## config.mk

```make
export PLATFORM = sky130hd
export DESIGN_NAME = kpg_prefix_adder_pipe
export DESIGN_NICKNAME = d
export VERILOG_FILES = /design/src/rtl/kpg_prefix_adder_pipe.sv
export SDC_FILE = /design/constraint.sdc
export NUM_CORES = 2
export LEC_CHECK = 0
export ABC_AREA = 1
export BUFFER_PORTS_ARGS = -buffer_cell sky130_fd_sc_hd__buf_4
export CORE_UTILIZATION = 55
export DETAILED_ROUTE_END_ITERATION = 8
export GPL_TIMING_DRIVEN = 0
export MAX_ROUTING_LAYER = met4
export PLACE_DENSITY = 0.76
export SLEW_MARGIN = 5
export SYNTH_ARGS = -nofsm -noshare
export SYNTH_HDL_FRONTEND = slang
export SYNTH_SLANG_ARGS = --single-unit
```

## constraint.sdc

```tcl
create_clock -name clk -period 1.4 [get_ports clk]
set_clock_uncertainty 0.05 [all_clocks]
set_input_delay 0.28 -clock clk [delete_from_list [all_inputs] [get_ports clk]]
set_output_delay 0.28 -clock clk [all_outputs]
set_load 0.01 [all_outputs]
```

## src/rtl/kpg_prefix_adder_pipe.sv

```systemverilog
// rtl/kpg_prefix_adder_pipe.sv - pipelined Kogge-Stone (KPG) adder/subtractor with valid/ready handshake
module kpg_prefix_adder_pipe #(
  parameter int WIDTH = 64,
  parameter int LPS   = 2
) (
  input  logic             clk,
  input  logic             rst,
  input  logic             in_valid,
  output logic             in_ready,
  input  logic [WIDTH-1:0] a,
  input  logic [WIDTH-1:0] b,
  input  logic             cin,
  input  logic             sub,
  output logic             out_valid,
  input  logic             out_ready,
  output logic [WIDTH-1:0] sum,
  output logic             cout,
  output logic             ovf,
  output logic             zero
);

  localparam int L = $clog2(WIDTH);
  localparam int S = (L + LPS - 1) / LPS;
  localparam logic [1:0] KPG_K = 2'b00;
  localparam logic [1:0] KPG_P = 2'b01;
  localparam logic [1:0] KPG_G = 2'b10;

  function automatic logic [1:0] kpg_op(input logic [1:0] x, input logic [1:0] y);
    return (y == KPG_P) ? x : y;
  endfunction

  logic                   stall;
  logic [WIDTH-1:0]       a_q, bp_q, bp_d;
  logic                   c0_d;
  logic [S:0]             v_q, c0_q;
  logic [2*WIDTH-1:0]     init_kpg;
  logic [2*WIDTH-1:0]     stage_in [S];
  logic [2*WIDTH-1:0]     grp_d    [S];
  logic [2*WIDTH-1:0]     grp_q    [S];
  logic [WIDTH-1:0]       prop_q   [S];
  logic [WIDTH:0]         carry_d;
  logic [WIDTH-1:0]       sum_d, sum_q;
  logic                   cout_d, ovf_d, zero_d;
  logic                   cout_q, ovf_q, zero_q, out_valid_q;

  assign stall    = out_valid_q && !out_ready;
  assign in_ready = !stall;

  always_comb begin
    bp_d = sub ? ~b : b;
    c0_d = sub | cin;
  end

  // The carry-in slot is folded into bit 0 so the network only needs log2(WIDTH) levels.
  always_comb begin
    init_kpg = '0;
    for (int i = 0; i < WIDTH; i++) begin
      init_kpg[2*i +: 2] = {a_q[i] & bp_q[i], a_q[i] ^ bp_q[i]};
    end
    init_kpg[1:0] = kpg_op(c0_q[0] ? KPG_G : KPG_K, init_kpg[1:0]);
  end

  always_comb begin
    logic [2*WIDTH-1:0] cur;
    logic [2*WIDTH-1:0] nxt;
    cur = '0;
    nxt = '0;
    stage_in[0] = init_kpg;
    for (int j = 1; j < S; j++) begin
      stage_in[j] = grp_q[j-1];
    end
    for (int s = 0; s < S; s++) begin
      cur = stage_in[s];
      for (int lv = s * LPS; (lv < (s + 1) * LPS) && (lv < L); lv++) begin
        nxt = cur;
        for (int i = (1 << lv); i < WIDTH; i++) begin
          nxt[2*i +: 2] = kpg_op(cur[2*(i - (1 << lv)) +: 2], cur[2*i +: 2]);
        end
        cur = nxt;
      end
      grp_d[s] = cur;
    end
  end

  // Prefix result at bit i-1 already includes the carry-in, so it is the carry into bit i.
  always_comb begin
    carry_d    = '0;
    carry_d[0] = c0_q[S];
    for (int i = 1; i <= WIDTH; i++) begin
      carry_d[i] = (grp_q[S-1][2*(i-1) +: 2] == KPG_G);
    end
    sum_d  = prop_q[S-1] ^ carry_d[WIDTH-1:0];
    cout_d = carry_d[WIDTH];
    ovf_d  = carry_d[WIDTH-1] ^ carry_d[WIDTH];
    zero_d = ~|sum_d;
  end

  always_ff @(posedge clk or negedge rst) begin
    if (!rst) begin
      v_q         <= '0;
      c0_q        <= '0;
      a_q         <= '0;
      bp_q        <= '0;
      for (int s = 0; s < S; s++) begin
        grp_q[s]  <= '0;
        prop_q[s] <= '0;
      end
      out_valid_q <= 1'b0;
      sum_q       <= '0;
      cout_q      <= 1'b0;
      ovf_q       <= 1'b0;
      zero_q      <= 1'b0;
    end else if (!stall) begin
      v_q         <= {v_q[S-1:0], in_valid};
      c0_q        <= {c0_q[S-1:0], c0_d};
      a_q         <= a;
      bp_q        <= bp_d;
      prop_q[0]   <= a_q ^ bp_q;
      for (int s = 1; s < S; s++) begin
        prop_q[s] <= prop_q[s-1];
      end
      for (int s = 0; s < S; s++) begin
        grp_q[s]  <= grp_d[s];
      end
      out_valid_q <= v_q[S];
      sum_q       <= sum_d;
      cout_q      <= cout_d;
      ovf_q       <= ovf_d;
      zero_q      <= zero_d;
    end
  end

  assign out_valid = out_valid_q;
  assign sum       = sum_q;
  assign cout      = cout_q;
  assign ovf       = ovf_q;
  assign zero      = zero_q;

endmodule
```

==> flow_summary_export.csv <==
group,metric,value,unit
worst_setup_path,slowest_delay,440,ps
place,dp.cells,5257,
worst_setup_path,crit_slowest_cell,"dfrtp_2",
sta,slew_headroom,33.0,%
power,p_int,58.9,mW
clocking,hold_buffers,130,
cells_and_area,fin_cells,5569,
clocking,cts_made_buffers,82,
sta,rsz0062_at_grt,"true",
worst_setup_path,start_kind,"flop",
sta,final.min_clock_period,2000,ps
sta,hold_viol,151,
yosys,synth.distinct_cells,31,
worst_setup_path,required,1070,ps
power,p_leak,21.1,nW
worst_setup_path,r2r_end,"grp_q[51]",
place,portBuffers,201,
route,drtIter0Drc,3896,
power,p_clk_share,23.1,%
worst_setup_path,worst_setup_path_end_kind,"primary output",
sta,worstMarginPinSlew,994,ps
sta,worst_hold_slack,-457,ps
worst_setup_path,crit-reg2reg-launch,"out_valid",
global_route,grt_antenna_before_repair,10,
yosys,ys.warnings.count,0,
cells_and_area,drive_above_1_share,12.3,%
route,drtPass1Iterations,7,
worst_setup_path,cp.arrival,1670,ps
status,violations,"negative hold slack, negative setup slack",
route,num_vias,32155,
worst_setup_path,reg2reg_slack,-580,ps
sta,fin_ws,-598,ps
worst_setup_path,cp_common_cell,"buf_6",
sta,finalSetupViolCount,848,
yosys,netlist_instances,4203,
global_route,grt_max_degree,119,
place,post-dp-hpwl,96.1,mm
sta,slew_viol_final,0,
floorplanning,die_h,256,µm
power,combPwrFrac,38.3,%
global_route,grt_pass1_wl,193,mm
sta,fin_crit_sh,143,%
yosys,synthFlopType,"dfrtp_1",
clocking,clk_pin_slew_worst_paths,60,ps
yosys,ys_async_sr_fraction,100,%
yosys,synth.area.top_cells,"dfrtp_1 55%, nand2_1 14%, o21ai_0 9.9%",
yosys,syn-cell-area,35400,µm²
yosys,yosys.area.top_type,"dfrtp_1",
place,gp_congestion,1.08,
yosys,synth_common_cells,"1314 x nand2_1, 780 x dfrtp_1, 697 x o21ai_0",
clocking,cts_max_path_buffers,3,
route,drc,0,
clocking,clock_latency,640,ps
clocking,root_buffer,"clkbuf_16",
yosys,synth-seq-cells,780,
power,vdd_drop_max,0.00140,V
global_route,grt_usage,41.1,%
power,p_per_area,2330,nW/µm²
yosys,synth.most_common_cell,"nand2_1",
hold_path,hp-class,"input pin to asynchronous set/reset pin",
power,net-switching-power,42.7,mW
yosys,synth_edf_count,0,
global_route,grt_pass1_vias,30679,
route,ant_nets,0,
global_route,grt_overflow,0,
worst_setup_path,worst-path-max-fanout,6,
cells_and_area,final_nets,4848,
clocking,cts.sinks,780,
floorplanning,chipWidth,256,µm
power,netSwitchingFraction,42.0,%
worst_setup_path,reg2regPathDepth,10,
sta,fin_setup_tns,-245700,ps
route,vias_per_cell,5.77,
floorplanning,die_area,65300,µm²
yosys,ys_seq_area_share,55.2,%
yosys,yosysTopAreaCellShare,55.2,%
floorplanning,fp-row-count,92,
floorplanning,core,63300,µm²
worst_setup_path,critPathKind,"flop to primary output",
status,status,"complete, but fails checks",
floorplanning,ios,203,
clocking,cts_tree,"built",
sta,max_freq,0.501,GHz
clocking,htree_levels,3,
yosys,syn_nets,4401,
power,pwr-share-seq,38.6,%
floorplanning,start_util,55.9,%
worst_setup_path,crit_chain,"nand2_8, buf_6, buf_12, buf_8, buf_6",
job,drv_cap,0,
cells_and_area,syn2layout_area_growth,23.4,%
yosys,syn_area_per_cell,8.41,µm²
route,wire_per_inst,23.5,µm
route,wirelength,131,mm
[metrics by stage]
stage / instance area [µm²] / util, % / total power, mW / worst slack, ps
floorplan: 35400 / - / 57.7 / 15.8
global placement: 37900 / 59.9 / 72.5 / -9620
detailed placement: 38100 / 60.2 / 73.5 / -1050
CTS: 43400 / 68.6 / 99.6 / -612
global route: 43600 / 68.9 / 107 / -622
finish: 43700 / 68.9 / 102 / -598
[area by class of cell]
cell class,count,area (µm²)
multi-input cells,2829,13700
clock inverters,29,464
flip-flops and latches,780,19500
clock buffers,121,2400
fillers,4986,19700
inverters,416,1570
repair buffers,364,3430
plain buffers,177,1520
well taps,846,1060
diodes,7,17.5
[worst max path at each step]
| stage | start | endpoint | slack [ps] |
|---|---|---|---|
| floorplan | a_q[0] | grp_d[135] | 20 |
| global placement | rst | out_valid | -9620 |
| detailed placement | rst | out_valid | -1050 |
| CTS | out_valid | in_ready | -610 |
| global route | out_valid | in_ready | -620 |
| finish | out_valid | in_ready | -600 |
[kinds of logic after synthesis]
kind of cell    count (synthesis)  share of synthesized area [%]
compound gates               1108                           16.7
buf+inv                       594                           6.98
flops                         780                           55.2
simple gates                 1591                           17.2
mux                             2                         0.0566
xor+xnor                       64                           1.58
fa+ha+maj                      64                           2.26
[power groups by stage]
stage / Clock (mW) / Sequential (mW) / Combinational, mW
floorplan: 0 / 36.2 / 21.6
global placement: 0 / 38.7 / 33.8
detailed placement: 0 / 38.9 / 34.6
CTS: 23.4 / 38.7 / 37.5
global route: 24.3 / 39.9 / 42.4
finish: 23.4 / 39.2 / 38.9
[per-layer routing]
metal | share of wire, % | global-route usage (%)
met4 | 4.5 | 16.5
met2 | 45 | 60.9
met5 | 0 | -
met1 | 40 | 54.8
met3 | 10 | 9.83
[critical path, delay by kind of cell, from the launching register on]
| kind | cells | cell delay, ps |
|---|---|---|
| buffers and inverters | 4 | 480 |
| DFF | 1 | 440 |
| and+or+nand+nor | 1 | 90 |
[placed cells by master (no fill, tap or decap), types with 4 or more instances in the layout]
master	n
dfrtp_1	778
nand3_1	74
buf_6	23
clkbuf_1	47
clkbuf_4	5
buf_4	241
o21ai_1	18
a211oi_1	5
ha_1	63
dlygate4sd3_1	130
nor3_4	4
clkinv_2	11
buf_12	26
xnor2_1	64
nor2_1	190
o21ai_2	6
diode_2	7
clkbuf_2	14
o211ai_1	51
o221ai_1	28
nand2_2	30
clkbuf_16	88
o31ai_1	4
buf_8	10
inv_1	413
nand2_1	1282
clkbuf_8	19
o21ai_0	675
a21oi_1	238
a31oi_1	62
buf_2	45
a21oi_4	4
a21oi_2	5
bufinv_16	12
buf_16	10
[flip-flops by register name, summed over array words and instances (netlist names)]
| name | cells |
|---|---|
| out_valid | 1 |
| a_q | 64 |
| ovf | 1 |
| c0_q | 4 |
| prop_q | 192 |
| grp_d | 40 |
| grp_q | 344 |
| bp_q | 64 |
| zero | 1 |
| v_q | 4 |
| sum | 64 |
| cout | 1 |
[repair_timing]
action                     CTS  global route
pin swaps                   11             1
gates cloned                 4             3
setup endpoints to repair  961           960
gates resized for setup    254            63
hold endpoints to repair   214            84
buffers inserted            19             0
No activity file was read; power rests on OpenSTA's default activity.
